**src/rtl/scan_bist_ctrl.sv**
```systemverilog
// Logic-BIST scan controller: LFSR-driven pattern load, single capture cycle,
// MISR compaction of the scan-out stream and capture POs, golden compare.
module scan_bist_ctrl #(
  parameter int          CHAIN_LEN = 14,
  parameter int          NUM_PI    = 3,
  parameter int          NUM_PO    = 6,
  parameter int          PAT_W     = 8,
  parameter logic [15:0] LFSR_SEED = 16'hACE1
) (
  input  logic              CK,
  input  logic              RST,
  input  logic              start,
  input  logic [PAT_W-1:0]  num_patterns,
  input  logic [15:0]       golden_sig,
  input  logic              scan_out,
  input  logic [NUM_PO-1:0] po,
  output logic              scan_en,
  output logic              scan_in,
  output logic [NUM_PI-1:0] pi,
  output logic              busy,
  output logic              done,
  output logic              pass,
  output logic [15:0]       signature
);

  localparam int SC_W = $clog2(CHAIN_LEN);
  localparam logic [SC_W-1:0] SHIFT_LAST = SC_W'(CHAIN_LEN - 1);

  typedef enum logic [2:0] {
    ST_IDLE    = 3'd0,
    ST_SHIFT   = 3'd1,
    ST_CAPTURE = 3'd2,
    ST_UNLOAD  = 3'd3,
    ST_DONE    = 3'd4
  } state_t;

  function automatic logic [15:0] lfsr_next(input logic [15:0] l);
    return {l[0] ^ l[2] ^ l[3] ^ l[5], l[15:1]};
  endfunction

  function automatic logic [15:0] misr_next(input logic [15:0] m, input logic [15:0] d);
    return {m[14:0], 1'b0} ^ (m[15] ? 16'h6801 : 16'h0000) ^ d;
  endfunction

  state_t              state_r;
  logic [15:0]         lfsr_r;
  logic [15:0]         misr_r;
  logic [15:0]         golden_r;
  logic [PAT_W-1:0]    n_r;
  logic [PAT_W-1:0]    pat_cnt_r;
  logic [SC_W-1:0]     shift_cnt_r;
  logic                first_load_r;
  logic                scan_en_r;
  logic                scan_in_r;
  logic [NUM_PI-1:0]   pi_r;
  logic                busy_r;
  logic                done_r;
  logic                pass_r;
  logic [15:0]         signature_r;

  logic [15:0]         misr_in_s;
  logic                misr_en_s;
  logic [15:0]         misr_nxt_s;
  logic [PAT_W-1:0]    pat_cnt_inc_s;

  assign pat_cnt_inc_s = pat_cnt_r + PAT_W'(1);

  // MISR input selection; the first load's shift-out is unknown chain content and is skipped
  always_comb begin
    misr_in_s = 16'h0000;
    misr_en_s = 1'b0;
    case (state_r)
      ST_SHIFT: begin
        misr_in_s = {15'h0000, scan_out};
        misr_en_s = ~first_load_r;
      end
      ST_CAPTURE: begin
        misr_in_s = {{(16-NUM_PO){1'b0}}, po};
        misr_en_s = 1'b1;
      end
      ST_UNLOAD: begin
        misr_in_s = {15'h0000, scan_out};
        misr_en_s = 1'b1;
      end
      default: begin
        misr_in_s = 16'h0000;
        misr_en_s = 1'b0;
      end
    endcase
    if (misr_en_s) begin
      misr_nxt_s = misr_next(misr_r, misr_in_s);
    end else begin
      misr_nxt_s = misr_r;
    end
  end

  // Control FSM; scan_in is registered one step ahead so the LFSR runs one state in front of it
  always_ff @(posedge CK or posedge RST) begin
    if (RST) begin
      state_r      <= ST_IDLE;
      lfsr_r       <= LFSR_SEED;
      misr_r       <= 16'h0000;
      golden_r     <= 16'h0000;
      n_r          <= '0;
      pat_cnt_r    <= '0;
      shift_cnt_r  <= '0;
      first_load_r <= 1'b0;
      scan_en_r    <= 1'b0;
      scan_in_r    <= 1'b0;
      pi_r         <= '0;
      busy_r       <= 1'b0;
      done_r       <= 1'b0;
      pass_r       <= 1'b0;
      signature_r  <= 16'h0000;
    end else begin
      misr_r <= misr_nxt_s;
      done_r <= 1'b0;
      case (state_r)
        ST_IDLE: begin
          if (start) begin
            n_r         <= num_patterns;
            golden_r    <= golden_sig;
            pat_cnt_r   <= '0;
            shift_cnt_r <= '0;
            misr_r      <= 16'h0000;
            if (num_patterns != '0) begin
              state_r      <= ST_SHIFT;
              scan_in_r    <= LFSR_SEED[0];
              lfsr_r       <= lfsr_next(LFSR_SEED);
              first_load_r <= 1'b1;
              scan_en_r    <= 1'b1;
              busy_r       <= 1'b1;
              pass_r       <= 1'b0;
              signature_r  <= 16'h0000;
            end else begin
              state_r     <= ST_DONE;
              lfsr_r      <= LFSR_SEED;
              done_r      <= 1'b1;
              signature_r <= 16'h0000;
              pass_r      <= (golden_sig == 16'h0000);
            end
          end else begin
            state_r <= ST_IDLE;
          end
        end
        ST_SHIFT: begin
          if (shift_cnt_r == SHIFT_LAST) begin
            state_r     <= ST_CAPTURE;
            shift_cnt_r <= '0;
            scan_en_r   <= 1'b0;
            scan_in_r   <= 1'b0;
            pi_r        <= lfsr_r[NUM_PI:1];
          end else begin
            shift_cnt_r <= shift_cnt_r + SC_W'(1);
            scan_in_r   <= lfsr_r[0];
            lfsr_r      <= lfsr_next(lfsr_r);
          end
        end
        ST_CAPTURE: begin
          pat_cnt_r    <= pat_cnt_inc_s;
          first_load_r <= 1'b0;
          scan_en_r    <= 1'b1;
          if (pat_cnt_inc_s == n_r) begin
            state_r   <= ST_UNLOAD;
            scan_in_r <= 1'b0;
          end else begin
            state_r   <= ST_SHIFT;
            scan_in_r <= lfsr_r[0];
            lfsr_r    <= lfsr_next(lfsr_r);
          end
        end
        ST_UNLOAD: begin
          if (shift_cnt_r == SHIFT_LAST) begin
            state_r     <= ST_DONE;
            shift_cnt_r <= '0;
            scan_en_r   <= 1'b0;
            busy_r      <= 1'b0;
            done_r      <= 1'b1;
            signature_r <= misr_nxt_s;
            pass_r      <= (misr_nxt_s == golden_r);
          end else begin
            shift_cnt_r <= shift_cnt_r + SC_W'(1);
          end
        end
        ST_DONE: begin
          state_r <= ST_IDLE;
        end
        default: begin
          state_r   <= ST_IDLE;
          scan_en_r <= 1'b0;
          busy_r    <= 1'b0;
        end
      endcase
    end
  end

  assign scan_en   = scan_en_r;
  assign scan_in   = scan_in_r;
  assign pi        = pi_r;
  assign busy      = busy_r;
  assign done      = done_r;
  assign pass      = pass_r;
  assign signature = signature_r;

endmodule

```
**config.mk**
```make
export PLATFORM = sky130hd
export DESIGN_NAME = scan_bist_ctrl
export DESIGN_NICKNAME = d
export VERILOG_FILES = /design/src/rtl/scan_bist_ctrl.sv
export SDC_FILE = /design/constraint.sdc
export NUM_CORES = 1
export LEC_CHECK = 0
export ABC_AREA = 1
export BUFFER_PORTS_ARGS = -buffer_cell sky130_fd_sc_hd__clkbuf_2
export CAP_MARGIN = 25
export CORE_ASPECT_RATIO = 0.6
export CORE_MARGIN = 2
export CORE_UTILIZATION = 33
export DETAILED_ROUTE_END_ITERATION = 7
export PLACE_DENSITY = 0.57
export SLEW_MARGIN = 20
export SYNTH_ARGS = -nofsm -noshare
export SYNTH_HDL_FRONTEND = slang
export SYNTH_SLANG_ARGS = --single-unit
```
**constraint.sdc**
```tcl
create_clock -name CK -period 8.48 [get_ports CK]
set_input_delay 1.272 -clock CK [delete_from_list [all_inputs] [get_ports CK]]
set_output_delay 1.272 -clock CK [all_outputs]
set_load 0.1 [all_outputs]
```
==> results of run 1 <==
==> path summary, 6_finish.rpt <==
check,start,endpoint,slack [ns]
max in group asynchronous,RST,state_r[0]$_DFFE_PP0P_,6.65
worst min register to register,lfsr_r[7]$_DFFE_PP1P_,lfsr_r[7]$_DFFE_PP1P_,0.46
worst max register to register,state_r[2]$_DFFE_PP0P_,shift_cnt_r[2]$_DFFE_PP0P_,5.73
min in group asynchronous,RST,pat_cnt_r[2]$_DFFE_PP0P_,0.82
worst min-delay path,lfsr_r[7]$_DFFE_PP1P_,lfsr_r[7]$_DFFE_PP1P_,0.46
worst max-delay path,start,shift_cnt_r[2]$_DFFE_PP0P_,5.70
==> worst max-delay path: cells and delay by family <==
kind | cells | cell delay (ns)
and+or+nand+nor | 2 | 0.33
AOI/OAI and AO/OA | 2 | 0.31
buffers and inverters | 4 | 1.10
==> flip-flops by register name, indices dropped and copies added, names as in the netlist, 3 cells and up <==
name,cells
golden_r,16
lfsr_r,16
misr_r,16
n_r,8
pat_cnt_r,8
pi,3
shift_cnt_r,4
signature,16
state_r,3
==> Yosys cell counts (all sizes together) <==
library cell	n	area, um^2
inv	62	232.7
and3	1	6.260
nor2	57	254.0
o21ai	58	335.3
o22ai	7	43.79
a21oi	7	35.03
a32o	1	10.01
nand2	217	859.6
nand3b	2	15.01
o21bai	1	7.510
nand3	67	352.8
o21a	1	7.510
dfrtp	88	2202
o31ai	3	22.52
xor2	6	60.06
xnor2	5	43.79
clkbuf	5	18.77
ha	3	37.54
dfstp	8	210.2
a211oi	2	27.53
nand4	5	46.29
nor3	1	10.01
nor4	5	31.28
buf	13	110.1
==> where the power goes <==
group          total [mW]  internal, mW  switching (mW)
sequential          0.827         0.679           0.148
clock               0.422         0.232           0.190
combinational        1.38         0.368            1.01
total                2.63          1.28            1.35
==> metrics by stage <==
step	total power, mW	instance area [um^2]	std cells	hold WS, ns	worst slack (ns)
after floorplan	1.956	4980	625	0.4422	4.716
after global placement	2.180	5414	865	0.4527	5.437
after global routing	2.844	5723	881	0.4856	5.491
final	2.627	5723	881	0.4649	5.697
after detailed placement	2.213	5414	865	0.4559	5.339
after CTS	2.645	5719	881	0.4680	5.692
==> per-layer routing <==
| metal | wire, um | share of wire [%] |
|---|---|---|
| met4 | 116 | 0.91 |
| met3 | 553 | 4.3 |
| met2 | 5422 | 42 |
| met1 | 6723 | 52 |
| met5 | 0 | 0 |
==> kinds of logic after synthesis <==
group | share of synthesized area [%]
buf+inv | 7.261
flops | 48.44
xor+xnor | 2.085
simple gates | 31.63
compound gates | 9.824
fa+ha+maj | 0.7538
==> area by class of cell <==
| cell class | instances | area, um^2 |
|---|---|---|
| fill | 1532 | 8911 |
| timing repair buffer | 60 | 311.5 |
| inverter | 62 | 235.2 |
| clock buffer | 9 | 225.2 |
| sequential | 96 | 2412 |
| clock inverter | 7 | 80.08 |
| tap | 198 | 247.7 |
| multi-input combinational | 449 | 2211 |
==> cell usage in the layout, fill, tap and decap left out, types with 2 or more instances in the layout <==
cell type and n:
nand2_2 9, clkinvlp_4 4, inv_1 56, nand3b_1 2, nor2_2 3, clkbuf_16 9, nor2_1 49, nand2_4 3
nor4_1 5, nor2_4 5, a21oi_1 7, dfstp_2 8, nand3_1 65, inv_2 5, clkbuf_2 57, nand4_1 4
xor2_1 5, o31ai_1 3, o21ai_0 43, o21ai_2 12, xnor2_1 5, o21ai_1 3, o22ai_1 7, ha_1 3
buf_4 2, dfrtp_1 88, nand2_1 205
==> run_results.csv, run 1 <==
group,metric,value,unit
run_status,outcome,"finished, final reports clean",
cts,ctsResizeCount,0,
cells_and_area,area_growth,14.92,%
cts,cts_buffers,9,
global_route,first_global_vias,4055,
synthesis,synth_nets,662,
critical_path,crit_path_cell_trace,"clkbuf_2, inv_1, nor2_4, buf_4, inv_2, nand2_2, a21oi_1, a211oi_1",
power,power.density,459.1,nW/um^2
critical_path,critPathSlowestCell,"buf_4",
floorplan,num_rows,34,
route,drt_iter0_markers,306,
power,leakage,2.877,nW
critical_path,r2r_cells,10,
route,wl,12820,um
synthesis,ys_ff_latch,96,
flow_run,max_cap_viol_count,0,
placed_design,hpwlAfterDp,9211,um
global_route,overflow,0,
sta,setup_viol,0,
sta,fmax,0.3594,GHz
floorplan,die_area,16120,um^2
sta,slew_violations,0,
global_route,busiest_layer,"met1",
global_route,grt_pass1_wl,21170,um
critical_path,start_kind,"primary input",
critical_path,cp_slowest_stage_delay,0.49,ns
cts,cts_tree,"built",
global_route,grt_max_degree,82,
cts,cts_sinks,96,
cells_and_area,drive_gt1_share,18.74,%
sta,worstMarginPinSlew,0.7607,ns
power,irDropWorstVdd,0.2840,mV
min_path,hp-class,"register to register",
synthesis,yosysSeqAreaShare,48.44,%
route,dr.pass1.iters,5,
global_route,grtUsageMet3,3.837,%
placed_design,place_congestion,0.8133,
sta,fin_setup_tns,0,ns
cts,postCtsHoldBufs,0,
critical_path,worstPathRequired,8.73,ns
placed_design,io_buffers,57,
critical_path,crit_path_end_kind,"register",
cts,postCtsSetupBuffers,0,
cts,cts_buffer_depth,2,
floorplan,io_pins,58,
cells_and_area,diodes,0,
cts,cts.clk_slew.worst_paths,0.07,ns
sta,fin_crit_sh,32.81,%
floorplan,core,14630,um^2
synthesis,yosysWarnings,0,
min_path,hold_depth,2,
cts,root_buffer,"clkbuf_16",
cells_and_area,fin_nets,715,
synthesis,ys_types,38,
sta,skew,0.008221,ns
critical_path,arrival,3.03,ns
cts,clk-insertion-delay-late,0.35,ns
sta,finalHoldViolCount,0,
route,via_per_inst,4.802,
floorplan,die_w,162.6,um
route,drtAntennaViolNets,0,
sta,rsz0062_at_grt,"no",
synthesis,netlist_instances,625,
global_route,grt_use_met2,24.19,%
cts,cts_max_level,3,
floorplan,die_h,99.16,um
synthesis,avgSynthCellArea,7.968,um^2
critical_path,crit_fanout,58,
route,wire_per_inst,14.55,um
sta,relSlewSlack,49.29,%
global_route,grt_use_total,16.90,%
synthesis,netlist_area,4980,um^2
sta,min_period,2.783,ns
route,drcViolationCount,0,
global_route,antenna_found_initial,0,
cells_and_area,final_util,39.11,%
floorplan,initial_core_util,34.03,%
route,vias,4231,
global_route,use_met1,25.76,%
critical_path,path_class,"primary input to register",
(Power assumes the default switching activity.)
==> run 2: changes to the inputs <==
--- a/config.mk
+++ b/config.mk
@@ -5,7 +5,7 @@
 export SDC_FILE = /design/constraint.sdc
 export NUM_CORES = 1
 export LEC_CHECK = 0
-export ABC_AREA = 1
+export ABC_AREA = 0
 export BUFFER_PORTS_ARGS = -buffer_cell sky130_fd_sc_hd__clkbuf_2
 export CAP_MARGIN = 25
 export CORE_ASPECT_RATIO = 0.6
==> constraint.sdc (replaced) <==
create_clock -name CK -period 2.6 [get_ports CK]
set_input_delay 0.39 -clock CK [delete_from_list [all_inputs] [get_ports CK]]
set_output_delay 0.39 -clock CK [all_outputs]
set_load 0.1 [all_outputs]
==> run 2 against run 1 <==
  * Synthesized cell count is 20% lower
  * Clock power grew to 3.2 times the previous value
  * Setup slack worse by 5.6 ns
  * Utilization up 1.6 points
  * Via count decreased by 8.6%
  * Critical path depth is the same
  * Worst hold slack worse by 0.37 ns
  * Clock-buffer cell count rose by 1
  * Wire length decreased by 1.8%
  * Combinational power grew to 2.7 times the previous value
==> run_results.csv, run 2 <==
group,metric,value,unit
run_status,outcome,"finished, final reports clean",
critical_path,crit_path_cell_trace,"and4_1, a211oi_1, o31a_1, nor4_4, a2bb2oi_4, buf_12, a211oi_1, a21oi_1",
synthesis,yosys.area.top_type,"dfrtp_1",
sta,skew,0.006066,ns
floorplan,die_h,96.37,um
global_route,grt_max_degree,36,
cells_and_area,fillers,1361,
floorplan,core,13790,um^2
critical_path,worstPathRequired,2.88,ns
cts,postCtsHoldBufs,0,
critical_path,reg2reg_from,"pat_cnt_r[0]$_DFFE_PP0P_",
cts,cts_max_level,3,
sta,slew_violations,0,
sta,relSlewSlack,60.56,%
critical_path,crit_buf_inv,1,
cells_and_area,layout_common_cells,"106 x nand2_1, 88 x dfrtp_1, 57 x clkbuf_2, 45 x o21ai_0, 35 x nor2_1",
critical_path,start_kind,"register",
global_route,overflow,0,
cts,postCtsSetupBuffers,0,
cts,cts.clk_slew.worst_paths,0.07,ns
cts,cts_tree,"built",
route,dr.pass1.iters,5,
critical_path,arrival,2.76,ns
min_path,hp-class,"primary input to asynchronous set/reset pin",
route,drtAntennaViolNets,0,
floorplan,num_rows,33,
cells_and_area,finalInstanceArea,5610,um^2
power,irDropWorstVdd,0.7918,mV
placed_design,place_congestion,0.8626,
power,leakage,2.583,nW
power,switchingPower,3.690,mW
floorplan,die_w,157.9,um
sta,finalHoldViolCount,0,
critical_path,path_class,"register to register",
cts,ctsResizeCount,0,
route,drt_iter0_markers,238,
sta,fmax,0.4033,GHz
placed_design,hpwlAfterDp,9437,um
cts,cts_buffers,9,
critical_path,critPathSlowestCell,"dfrtp_1",
critical_path,crit_path_end_kind,"register",
synthesis,yosysWarnings,0,
placed_design,place_area,5295,um^2
cells_and_area,area_growth,19.57,%
sta,worstMarginPinSlew,0.5895,ns
critical_path,rrSetupSlack,0.12,ns
synthesis,synth_nets,536,
route,wire_per_inst,16.57,um
cells_and_area,fin_nets,599,
synthesis,netlist_area,4692,um^2
global_route,grt_pass1_wl,19920,um
critical_path,r2r_cells,8,
cells_and_area,final_common_cell,"nand2_1",
route,drcViolationCount,0,
global_route,first_global_vias,3569,
cells_and_area,layout.cells.non_filler,759,
synthesis,yosysMostFrequentCell,"nand2_1",
synthesis,synth.top_cell.area_share,46.93,%
route,via_per_inst,5.096,
cts,cts_sinks,96,
sta,fin_setup_tns,0,ns
synthesis,synthTopCellsByCount,"106 x nand2_1, 88 x dfrtp_1, 45 x o21ai_0, 36 x nor2_1, 26 x nand3_1",
synthesis,netlist_instances,499,
power,clkPwrFrac,17.3,%
synthesis,ys_types,53,
power,power.density,1408,nW/um^2
global_route,antenna_found_initial,0,
cts,root_buffer,"clkbuf_16",
global_route,grt_use_total,17.47,%
power,power_frac_comb,47.1,%
synthesis,yosysSeqAreaShare,51.41,%
critical_path,path_delay_family,"compound AO/OA/AOI/OAI gates",
placed_design,dp.cells,743,
route,vias,3868,
cts,clk-insertion-delay-late,0.35,ns
critical_path,cp_slowest_stage_delay,0.50,ns
placed_design,io_buffers,57,
power,seq_power_share,35.6,%
route,wl,12580,um
cells_and_area,diodes,0,
sta,rsz0062_at_grt,"no",
cts,cts_buffer_depth,2,
sta,setup_viol,0,
placed_design,place_ws,0.1698,ns
power,switching_share,46.70,%
floorplan,initial_core_util,34.02,%
sta,min_period,2.480,ns
sta,layout_setup_ws,0.1202,ns
floorplan,die_area,15220,um^2
sta,whs,0.09845,ns
synthesis,synth_edf_count,0,
synthesis,ys.flop_type,"dfrtp_1",
cells_and_area,drive_gt1_share,20.81,%
critical_path,cpMostUsedCell,"a211oi_1",
synthesis,avgSynthCellArea,9.403,um^2
floorplan,io_pins,58,
synthesis,synth.area.top_cells,"dfrtp_1 47%, nand2_1 8.5%, o21ai_0 4.8%",
flow_run,max_cap_viol_count,0,
synthesis,ys_ff_latch,96,
critical_path,crit_fanout,23,
critical_path,reg2reg_to,"lfsr_r[7]$_DFFE_PP1P_",
sta,fin_crit_sh,95.38,%
synthesis,synthArstFlopShare,100.0,%
power,p_int,4.211,mW
[run 2: cell types whose count changed in the layout (fill, tap and decap cells not counted), moves of 12 or more]
cell,change
o21ai_2,-12
xor2_1,+13
xnor2_1,+13
nand2_1,-99
nand3_1,-39
nor2_1,-14
inv_1,-46
buf_4,+19
[run 2: metal layers]
layer	vias up	track usage, %	share of wire (%)
met5	-	0	0
met3	8	3.827	6.1
met2	130	21.56	37
li1	1855	-	-
met1	1875	29.49	56
met4	0	3.604	0.92
[run 2: stage by stage]
| stage | utilization [%] | total power, mW |
|---|---|---|
| 5_1_grt | 40.68 | 8.413 |
| 3_3_place_gp | 38.40 | 6.435 |
| 4_1_cts | 40.62 | 7.917 |
| 2_1_floorplan | - | 5.582 |
| 6_report | 40.68 | 7.902 |
| 3_5_place_dp | 38.40 | 6.517 |
[run 2: area by class of cell]
| cell class | count | area, um^2 | share of cell area [%] |
|---|---|---|---|
| clock buffer | 10 | 239.0 | 4.260 |
| inverter | 11 | 45.04 | 0.8029 |
| tap | 192 | 240.2 | 4.282 |
| sequential | 96 | 2412 | 43.00 |
| clock inverter | 6 | 67.56 | 1.204 |
| timing repair buffer | 80 | 483.0 | 8.608 |
| multi-input combinational | 364 | 2123 | 37.85 |
[run 2: power by group through the flow]
stage,sequential (mW),combinational (mW),clock (mW)
after global placement,2.81,3.63,0
after global routing,2.91,4.05,1.45
after CTS,2.80,3.72,1.40
final,2.81,3.72,1.37
after detailed placement,2.82,3.70,0
after floorplan,3.53,2.05,0
[run 2: logic make-up after synthesis]
logic type,Yosys count,share of synthesized area (%)
DFF,96,51.41
xor gates and xnor gates,36,6.720
buffers and inverters,39,3.707
and+or+nand+nor,200,19.17
muxes,15,3.333
adders and majority gates,3,0.8001
AOI/OAI and AO/OA,110,14.85
[run 2: worst max path at each step]
stage                                         to  cells after the start  slack (ns)                     start
after floorplan           lfsr_r[15]$_DFFE_PP1P_                      7        0.37  pat_cnt_r[0]$_DFFE_PP0P_
after global placement     lfsr_r[8]$_DFFE_PP0P_                      7        0.33  pat_cnt_r[0]$_DFFE_PP0P_
after detailed placement   lfsr_r[8]$_DFFE_PP0P_                      7        0.17  pat_cnt_r[0]$_DFFE_PP0P_
after CTS                  lfsr_r[8]$_DFFE_PP0P_                      7        0.13  pat_cnt_r[0]$_DFFE_PP0P_
after global routing       lfsr_r[7]$_DFFE_PP1P_                      8        0.01  pat_cnt_r[0]$_DFFE_PP0P_
final                      lfsr_r[7]$_DFFE_PP1P_                      8        0.12  pat_cnt_r[0]$_DFFE_PP0P_
